[config.mk]
export PLATFORM = sky130hd
export DESIGN_NAME = dmem_byte_lane_seq
export DESIGN_NICKNAME = d
export VERILOG_FILES = /design/src/rtl/dmem_byte_lane_seq.sv
export SDC_FILE = /design/constraint.sdc
export NUM_CORES = 1
export LEC_CHECK = 0
export ABC_AREA = 1
export CORE_MARGIN = 4
export CORE_UTILIZATION = 35
export CTS_BUF_LIST = sky130_fd_sc_hd__clkbuf_4 sky130_fd_sc_hd__clkbuf_8
export DETAILED_ROUTE_END_ITERATION = 10
export PLACE_DENSITY = 0.64
export SLEW_MARGIN = 10
export SYNTH_ARGS = -nofsm -noshare
export SYNTH_HDL_FRONTEND = slang
export SYNTH_SLANG_ARGS = --single-unit
[constraint.sdc]
create_clock -name clk -period 4.3 [get_ports clk]
set_input_delay 0.43 -clock clk [delete_from_list [all_inputs] [get_ports clk]]
set_output_delay 0.43 -clock clk [all_outputs]
set_load 0.01 [all_outputs]
[src/rtl/dmem_byte_lane_seq.sv]
// dmem_byte_lane_seq: byte-lane load/store sequencer for a byte-wide data RAM; optional ALIGN_CHECK_EN enables misalignment suppression
module dmem_byte_lane_seq #(
    parameter int ADDR_W = 13,
    parameter int DATA_W = 32
) (
    input  logic              clk,
    input  logic              rst,
    input  logic              start,
    input  logic [2:0]        num,
    input  logic              we,
    input  logic [DATA_W-1:0] wdata,
    input  logic [ADDR_W-1:0] byte_addr,
    input  logic              byte_valid,
    output logic [ADDR_W-1:0] ram_addr,
    output logic              ram_we,
    output logic [7:0]        ram_wdata,
    input  logic [7:0]        ram_rdata,
    output logic [31:0]       rdata,
    output logic              busy,
    output logic              done,
    output logic              misalign
);
    typedef enum logic [1:0] {IDLE, ACTIVE, DRAIN, FIN} state_t;
    state_t state, state_nx;
    logic [2:0] num_q;
    logic we_q;
    logic [DATA_W-1:0] wdata_q;
    logic [31:0] sh, sh_nx, ext;
    logic [2:0] k, n;
    logic [1:0] c;
    logic pend, beat, last, bad;
    logic [ADDR_W-1:0] addr_q;
    // beat qualification, RAM drive, lane merge and extension
    always_comb begin
        n = (num_q == 3'b001 || num_q == 3'b010) ? 3'd2 :
            (num_q == 3'b011 || num_q == 3'b100) ? 3'd1 : 3'd4;
        beat = state == ACTIVE && byte_valid && k < n && !start;
        last = beat && k == n - 3'd1;
`ifdef ALIGN_CHECK_EN
        bad = beat && k == 3'd0 && ((n == 3'd4 && byte_addr[1:0] != 2'b00) || (n == 3'd2 && byte_addr[0]));
`else
        bad = 1'b0;
`endif
        ram_addr = beat ? byte_addr : addr_q;
        ram_we = beat && we_q && !bad;
        ram_wdata = wdata_q[{k[1:0], 3'b000} +: 8];
        sh_nx = pend ? (sh | (32'(ram_rdata) << {c, 3'b000})) : sh;
        ext = num_q == 3'b001 ? {{16{sh_nx[15]}}, sh_nx[15:0]} :
              num_q == 3'b010 ? {16'h0000, sh_nx[15:0]} :
              num_q == 3'b011 ? {{24{sh_nx[7]}}, sh_nx[7:0]} :
              num_q == 3'b100 ? {24'h000000, sh_nx[7:0]} : sh_nx;
    end
    // next state: start always restarts; stores skip DRAIN; misaligned access ends at first beat
    always_comb begin
        state_nx = start ? ACTIVE :
                   (state == ACTIVE && bad) ? FIN :
                   (state == ACTIVE && last) ? (we_q ? FIN : DRAIN) :
                   state == DRAIN ? FIN :
                   state == FIN ? IDLE : state;
    end
    // state register
    always_ff @(posedge clk or posedge rst) begin
        if (rst) state <= IDLE;
        else state <= state_nx;
    end
    // access latches, beat/capture counters, load assembly and status outputs
    always_ff @(posedge clk or posedge rst) begin
        if (rst) begin
            num_q <= '0;
            we_q <= 1'b0;
            wdata_q <= '0;
            sh <= '0;
            k <= '0;
            c <= '0;
            pend <= 1'b0;
            addr_q <= '0;
            rdata <= '0;
            busy <= 1'b0;
            done <= 1'b0;
            misalign <= 1'b0;
        end else begin
            addr_q <= ram_addr;
            done <= 1'b0;
            misalign <= 1'b0;
            if (start) begin
                num_q <= num;
                we_q <= we;
                wdata_q <= wdata;
                k <= '0;
                c <= '0;
                sh <= '0;
                pend <= 1'b0;
                busy <= 1'b1;
            end else begin
                pend <= beat && !we_q && !bad;
                if (beat) k <= k + 3'd1;
                if (pend) begin
                    sh <= sh_nx;
                    c <= c + 2'd1;
                end
                if ((state == ACTIVE && (bad || (last && we_q))) || state == DRAIN) begin
                    busy <= 1'b0;
                    done <= 1'b1;
                    misalign <= bad;
                end
                if (state == DRAIN) rdata <= ext;
            end
        end
    end
endmodule
---- Yosys cells after proc, flatten, opt, wreduce, memory -nomap -nowiden ----
Cells that the tools add are included.
W data, S select, Z words.
storage, ports and cells
  bits of input ports ..................... 61
  register bits ........................... 123
  logic and storage cells ................. 71
  output and inout port bits .............. 57
operators by class
  muxes and demuxes ....................... 24
  shift-type cells ........................ 2
  bitwise gates (word level) .............. 2
  $lt $le $gt $ge ......................... 1
  eq/ne operators ......................... 8
  reductions and logical operators ........ 19
  add/subtract/negate cells ............... 3
operator list
  operator               count
  $mux W32               7
  $or A32 B32 Y32        1
  $shiftx A32 B6 Y8      1
  $shl A8 B5 Y32         1
  $mux W13               1
  $mux W2                6
  $mux W3                4
  $logic_and A1 B1 Y1    9
  $eq A3 B2 Y1 const B   2
  $mux W1                6
  $reduce_bool A2 Y1     3
  $eq A2 B2 Y1 const B   2
  $reduce_bool A4 Y1     1
  $add A3 B1 Y3 const B  1
  $eq A3 B1 Y1 const B   1
  $eq A3 B3 Y1           1
  $eq A3 B3 Y1 const B   1
  $logic_or A1 B1 Y1     3
  $lt A3 B3 Y1           1
  $sub A3 B1 Y3 const B  1
  $add A2 B1 Y2 const B  1
  $eq A2 B1 Y1 const B   1
  $logic_not A1 Y1       2
  $reduce_and A2 Y1      1
  $not A1 Y1             1

---- Longest topological paths before layout ----
Gate-level depths: netlist of run 1.
  word-level depth ........................ 13
  depth in mapped cells ................... 15
  depth with buffers taken out ............ 15

---- Worst setup path after synthesis of run 1 ----
OpenSTA, ideal clock, no wires.
  kind .................................... register to output
  start point ............................. register k[0]
  end point ............................... output port ram_addr[10]
  path buffers ............................ 2
  data required time ...................... 3.870 ns
  path slack .............................. 2.049 ns
  arrival ................................. 1.821 ns
  stages on the path, launching flop included .. 10
  path through ............................ dfrtp_1 -> clkinv_1 -> clkbuf_1 -> ha_1 -> o21bai_1 -> nand2_1 -> nand3_2 -> clkbuf_1 -> nand2_1 -> nand2_1
on the way
  word-level cells in the longest chain between the ends .. 4
ends and longest elaborated chain
  item                               RTL line  RTL
  start, declared                    29        logic [2:0] k, n;
  start signal, assigned             96        if (beat) k <= k + 3'd1;
  $lt A3 B3 Y1                       37        beat = state == ACTIVE && byte_valid && k < n && !start;
  $logic_and A1 B1 Y1 (2 in series)  37
  $mux W13                           44        ram_addr = beat ? byte_addr : addr_q;
  end, declared                      14        output logic [ADDR_W-1:0] ram_addr,
No other way between the ends.

---- Worst setup path in the final report of run 1 ----
  start point ............................. register num_q[0]
  end point ............................... output port ram_addr[12]
on the way
  word-level cells in the longest chain between the ends .. 8
  elaborated cells on any way between the ends .. 12
  classes of those cells .................. order compare: 1; eq/ne: 4; mux: 3; reduce/logical: 4
ends and longest elaborated chain
  item                                                 RTL line  RTL
  start, declared                                      25        logic [2:0] num_q;
  start signal, assigned                               86        num_q <= num;
  $eq A3 B2 Y1 / $eq A3 B3 Y1 (equally long branches)  36        (num_q == 3'b011 || num_q == 3'b100) ? 3'd1 : 3'd4;
  $logic_or A1 B1 Y1                                   36
  $mux W3                                              36
  $mux W3 *                                            35        n = (num_q == 3'b001 || num_q == 3'b010) ? 3'd2 :
  $lt A3 B3 Y1 *                                       37
  $logic_and A1 B1 Y1 * (2 in series)                  37
  $mux W13 *                                           44
Mark *: on every way between the ends. The rest lies on a longest branch, timed or not.

==> results.sh, run 1 <==
export IMPL_status="finished, final reports clean"
export IMPL_max_slew_margin=0.474
export IMPL_power_leakage_nw=3.36
export IMPL_core_area_um2=14600
export IMPL_final_cell_mix="nand2_1, dfrtp_1, clkdlybuf4s50_1"
export IMPL_grt_usage=0.159
export IMPL_synth_avg_cell_area_um2=9.02
export IMPL_grt_remaining_overflow=0
export IMPL_cts_root_buffer_cell="clkbuf_8"
export IMPL_pwr_density_cell_nw_per_um2=457
export IMPL_grt_pass1_vias=4430
export IMPL_hpwlAfterDp_um=9220
export IMPL_synth_distinct_cells=36
export IMPL_cts_htree_levels=4
export IMPL_ir_drop_mv=0.235
export IMPL_yosysWarnings=0
export IMPL_slew_viol_final=0
export IMPL_ios=118
export IMPL_cts_tree="built"
export IMPL_antenna_cells=0
export IMPL_critPathTopFamily="simple AND/OR/NAND/NOR gates"
export IMPL_finalSetupTns_ps=0
export IMPL_hold_viol=0
export IMPL_die_h_um=131
export IMPL_drive_above_1_share=0.110
export IMPL_use_met1=0.208
export IMPL_final_cells=895
export IMPL_clock_sinks=123
export IMPL_syn_area_um2=5290
export IMPL_num_vias=4259
export IMPL_fin_skew_ps=10.3
export IMPL_post_cts_hold_buffer_count=0
export IMPL_drv_cap=0
export IMPL_vias_per_cell=4.76
export IMPL_crit_top_cell="nand2_1"
export IMPL_worst_path_buf_inv=4
export IMPL_worst_pin_slew_ps=789
export IMPL_crit_path_start_kind="register"
export IMPL_num_rows=44
export IMPL_worst_setup_path_type="reg -> out"
export IMPL_design_area_um2=7020
export IMPL_slowest_stage="clkdlybuf4s50_1"
export IMPL_cts_path_max_buffers=2
export IMPL_detail_route_iter0_violations=240
export IMPL_cts_made_buffers=17
export IMPL_r2r_start="num_q[0]"
export IMPL_slowest_delay_ps=540
export IMPL_antenna_found_initial=0
export IMPL_clk_pin_slew_ps=70
export IMPL_worst_ep_arrival_time_ps=3240
export IMPL_hold_ws_ps=221
export IMPL_multi_input_area_um2=1920
export IMPL_drc=0
export IMPL_firstDrtPassIters=4
export IMPL_grt_pass1_wl_um=21300
export IMPL_die_w_um=131
export IMPL_crit_chain="nand3_2 > nand2_2 > nor2_2 > inv_2 > ha_1 > inv_1 > nand2_1 > nor2_2 > nand3_2 > inv_2 > nand2_1 > nand2_1 > clkdlybuf4s50_1"
export IMPL_rsz0062_at_grt="false"
export IMPL_port_buffer_count=116
export IMPL_grt_util_met2=0.255
export IMPL_dp_cells=864
export IMPL_wirelength_um=13200
export IMPL_layout_commonest_cell="nand2_1"
export IMPL_clk_latency_ps=430
export IMPL_start_util=0.361
export IMPL_grt_max_degree=120
export IMPL_min_path_type="in -> async"
export IMPL_cp_max_fo=16
export IMPL_synth_seq_area_share=0.582
export IMPL_grtUsageMet3=0.0451
export IMPL_worstRegToRegCells=13
export IMPL_cts_resized=0
export IMPL_reg2reg_slack_ps=1890
export IMPL_fin_crit_sh=0.854
export IMPL_regArea_um2=3080
export IMPL_fmax_mhz=272
export IMPL_postSynthCellCount=586
export IMPL_reg2reg_to="state[0]"
export IMPL_power_mw=3.20
export IMPL_fin_nets=764
export IMPL_dpl_cell_area_um2=6590
export IMPL_detail_route_wl_per_cell_um=14.7
export IMPL_synth_seq_cells=123
export IMPL_ant_nets=0
export IMPL_die_area_um2=17100
export IMPL_end_kind="output pin"
export IMPL_cts_setup_buffers=0
export IMPL_worstPathRequired_ps=3870
export IMPL_finalCriticalPeriod_ps=3670
export IMPL_syn_nets=651
export IMPL_setup_viol=0
export IMPL_top_usage_layer="met2"
export IMPL_globalplace_congestion=0.800
export IMPL_fillers=1393
export IMPL_syn2layout_area_growth_pct=32.7
==> worst max-delay path by stage <==
stage	startpoint	end	slack (ps)	cells past startpoint
3_3_place_gp	num_q[0]	ram_addr[12]	1160	13
2_1_floorplan	rst	addr_q[0]	600	1
5_1_grt	num_q[0]	ram_addr[3]	280	13
3_5_place_dp	num_q[0]	ram_addr[9]	1020	13
4_1_cts	num_q[0]	ram_addr[9]	540	13
6_report	num_q[0]	ram_addr[12]	630	13
==> cells in the mapped netlist, drive strengths merged <==
cell,n,area share
o21ai,42,0.040
and2,1,0.0012
inv,41,0.030
nor2,71,0.058
and2b,1,0.0019
nor3,1,0.00095
o21bai,2,0.0028
a2bb2oi,24,0.044
nand2,192,0.14
clkinv,1,0.00071
conb,1,0.00071
clkbuf,8,0.0057
or2,5,0.0059
a31o,7,0.012
ha,4,0.0095
a21oi,25,0.027
dfrtp,123,0.58
o22ai,8,0.0095
a211oi,1,0.0014
nand3,9,0.010
a21o,1,0.0014
buf,18,0.018
==> where the power goes <==
| part | internal (mW) | switching, mW | total, mW |
|---|---|---|---|
| Clock | 0.649 | 0.432 | 1.08 |
| Sequential | 1.31 | 0.0930 | 1.40 |
| Combinational | 0.394 | 0.328 | 0.722 |
==> layer usage <==
layer  wire [um]  part of all wire
met5           0                 0
met1        6040              0.46
met4         120            0.0091
met3         774             0.059
met2        6250              0.47
==> area by class of cell <==
| class | count | share of cell area |
|---|---|---|
| well taps | 184 | 0.0328 |
| flip-flops and latches | 123 | 0.439 |
| multi-input cells | 395 | 0.274 |
| repair buffers | 120 | 0.171 |
| inverters | 42 | 0.0232 |
| clock buffers | 24 | 0.0444 |
| clock inverters | 7 | 0.0161 |
==> flip-flops by register name, indices dropped and copies added (netlist names) <==
register and count:
k 3, done 1, state 2, rdata 32, we_q 1, addr_q 13, busy 1, sh 32
wdata_q 32, pend 1, num_q 3, c 2
==> kinds of logic after synthesis <==
| kind of cell | count (synthesis) | synth area share |
|---|---|---|
| fa+ha+maj | 4 | 0.00947 |
| flops | 123 | 0.582 |
| compound gates | 110 | 0.137 |
| buf+inv | 68 | 0.0544 |
| simple gates | 280 | 0.216 |
| other cells | 1 | 0.000709 |
==> stage by stage <==
step,worst slack [ps],util
floorplan,599,-
global placement,1160,0.450
detailed placement,1020,0.450
CTS,542,0.479
global route,282,0.479
finish,627,0.479
No activity file was read; power rests on OpenSTA's default activity.
==> run 2, diff against run 1 <==
Settings changed: CORE_UTILIZATION 35 to 40, PLACE_DENSITY 0.64 to 0.71.
==> run 2 against run 1 <==
Effect of this change:
- routed wire length shrank 1.2%
- global-route usage grew 2.5 points
- critical path depth grew 1
- highest routed layer unchanged
- design area is the same
- maximum frequency grew 2.5%
- clock skew shrank 1.3 ps
- die area shrank 12%
- via count grew 1.2%
- critical path type unchanged
- worst hold slack lost 21 ps
==> results.sh, run 2 (same netlist as run 1, synthesis figures left out) <==
export IMPL_status="finished, final reports clean"
export IMPL_finalSetupTns_ps=0
export IMPL_dp_cells=852
export IMPL_drc=0
export IMPL_fillers=1137
export IMPL_syn2layout_area_growth_pct=32.7
export IMPL_cts_path_max_buffers=2
export IMPL_clk_latency_ps=440
export IMPL_drive_above_1_share=0.110
export IMPL_detail_route_iter0_violations=299
export IMPL_hpwlAfterDp_um=9140
export IMPL_final_cells=883
export IMPL_cts_htree_levels=4
export IMPL_die_h_um=123
export IMPL_grt_pass1_wl_um=21600
export IMPL_min_path_type="in -> async"
export IMPL_worstPathRequired_ps=3870
export IMPL_cts_setup_buffers=0
export IMPL_clock_sinks=123
export IMPL_hold_viol=0
export IMPL_layout_commonest_cell="nand2_1"
export IMPL_power_leakage_nw=3.37
export IMPL_globalplace_congestion=0.806
export IMPL_final_util=0.549
export IMPL_rsz0062_at_grt="false"
export IMPL_pwr_density_cell_nw_per_um2=460
export IMPL_p_sw_mw=0.852
export IMPL_die_area_um2=15100
export IMPL_end_kind="output pin"
export IMPL_wirelength_um=13000
export IMPL_worst_setup_path_type="reg -> out"
export IMPL_crit_path_start_kind="register"
export IMPL_ant_nets=0
export IMPL_p_clk_frac=0.343
export IMPL_cts_made_buffers=17
export IMPL_die_w_um=123
export IMPL_cp_max_fo=16
export IMPL_antenna_found_initial=0
export IMPL_post_cts_hold_buffer_count=0
export IMPL_pwr_share_comb=0.224
export IMPL_worst_ep_arrival_time_ps=3150
export IMPL_cts_resized=0
export IMPL_drv_cap=0
export IMPL_start_util=0.414
export IMPL_cts_tree="built"
export IMPL_num_vias=4312
export IMPL_final_cell_mix="nand2_1, dfrtp_1, clkdlybuf4s50_1"
export IMPL_fin_crit_sh=0.833
export IMPL_port_buffer_count=116
export IMPL_max_slew_margin=0.484
export IMPL_ir_drop_mv=0.227
export IMPL_grt_usage=0.184
export IMPL_p_int_mw=2.38
export IMPL_firstDrtPassIters=6
export IMPL_fin_skew_ps=9.07
export IMPL_ios=118
export IMPL_slew_viol_final=0
export IMPL_detail_route_wl_per_cell_um=14.7
export IMPL_setup_viol=0
export IMPL_finalCriticalPeriod_ps=3580
export IMPL_fmax_mhz=279
export IMPL_vias_per_cell=4.88
export IMPL_regArea_um2=3080
export IMPL_p_seq_frac=0.433
export IMPL_reg_largest_list="rdata: 32 flops, sh: 32 flops, wdata_q: 32 flops"
export IMPL_multi_input_area_um2=1920
export IMPL_cts_root_buffer_cell="clkbuf_8"
export IMPL_clk_pin_slew_ps=70
export IMPL_grt_max_degree=122
export IMPL_num_rows=41
export IMPL_fin_nets=764
export IMPL_core_area_um2=12800
export IMPL_antenna_cells=0
export IMPL_worst_pin_slew_ps=774
export IMPL_grt_remaining_overflow=0
export IMPL_grt_pass1_vias=4388
export IMPL_p_sw_frac=0.264
run 2: layout make-up:
type | instances | share of cell area
Clock buffer | 25 | 0.0473
Clock inverter | 6 | 0.0153
Inverter | 42 | 0.0232
Multi-Input combinational cell | 395 | 0.274
Sequential cell | 123 | 0.439
Tap cell | 172 | 0.0307
Timing Repair Buffer | 120 | 0.171
run 2: per-stage QoR:
stage          hold slack, ps  total power, mW  setup slack [ps]  instance area [um2]
2_1_floorplan             437             1.74               599                 5290
3_3_place_gp              448             2.13              1300                 6580
3_5_place_dp              454             2.15              1160                 6580
4_1_cts                   185             3.27               675                 7020
5_1_grt                   174             3.40               443                 7020
6_report                  200             3.23               717                 7020
run 2: final timing paths:
kind	startpoint	end	slack, ps	depth (start not counted)
worst min register to register	wdata_q[13]	wdata_q[13]	470	2
worst min-delay path	rst	rdata[1]	200	2
worst max-delay path	num_q[1]	ram_addr[12]	720	14
max in group asynchronous	rst	wdata_q[30]	3290	3
min in group clk	wdata_q[13]	wdata_q[13]	470	2
worst max register to register	num_q[1]	busy	1990	14
run 2: power groups by stage:
stage	combinational (mW)	clock, mW	sequential, mW
6_report	0.722	1.11	1.40
4_1_cts	0.736	1.13	1.40
5_1_grt	0.795	1.19	1.41
3_3_place_gp	0.718	0	1.41
3_5_place_dp	0.732	0	1.42
2_1_floorplan	0.310	0	1.43
run 2: routing by layer:
| layer | global-route usage | vias up | share of wire |
|---|---|---|---|
| li1 | - | 2105 | - |
| met1 | 0.241 | 2050 | 0.44 |
| met2 | 0.286 | 135 | 0.48 |
| met3 | 0.0590 | 22 | 0.057 |
| met4 | 0.0692 | 0 | 0.021 |
| met5 | 0 | - | 0 |
run 2: worst max-delay path: stages (launching register included):
cell,delay (ps)
dfrtp_1,410
nand3_2,240
nand2_2,130
nor2_2,190
inv_2,70
ha_1,180
inv_1,50
nand2_1,50
nor2_2,120
nand3_2,80
buf_4,230
inv_2,230
nand2_1,80
nand2_1,100
clkdlybuf4s50_1,550
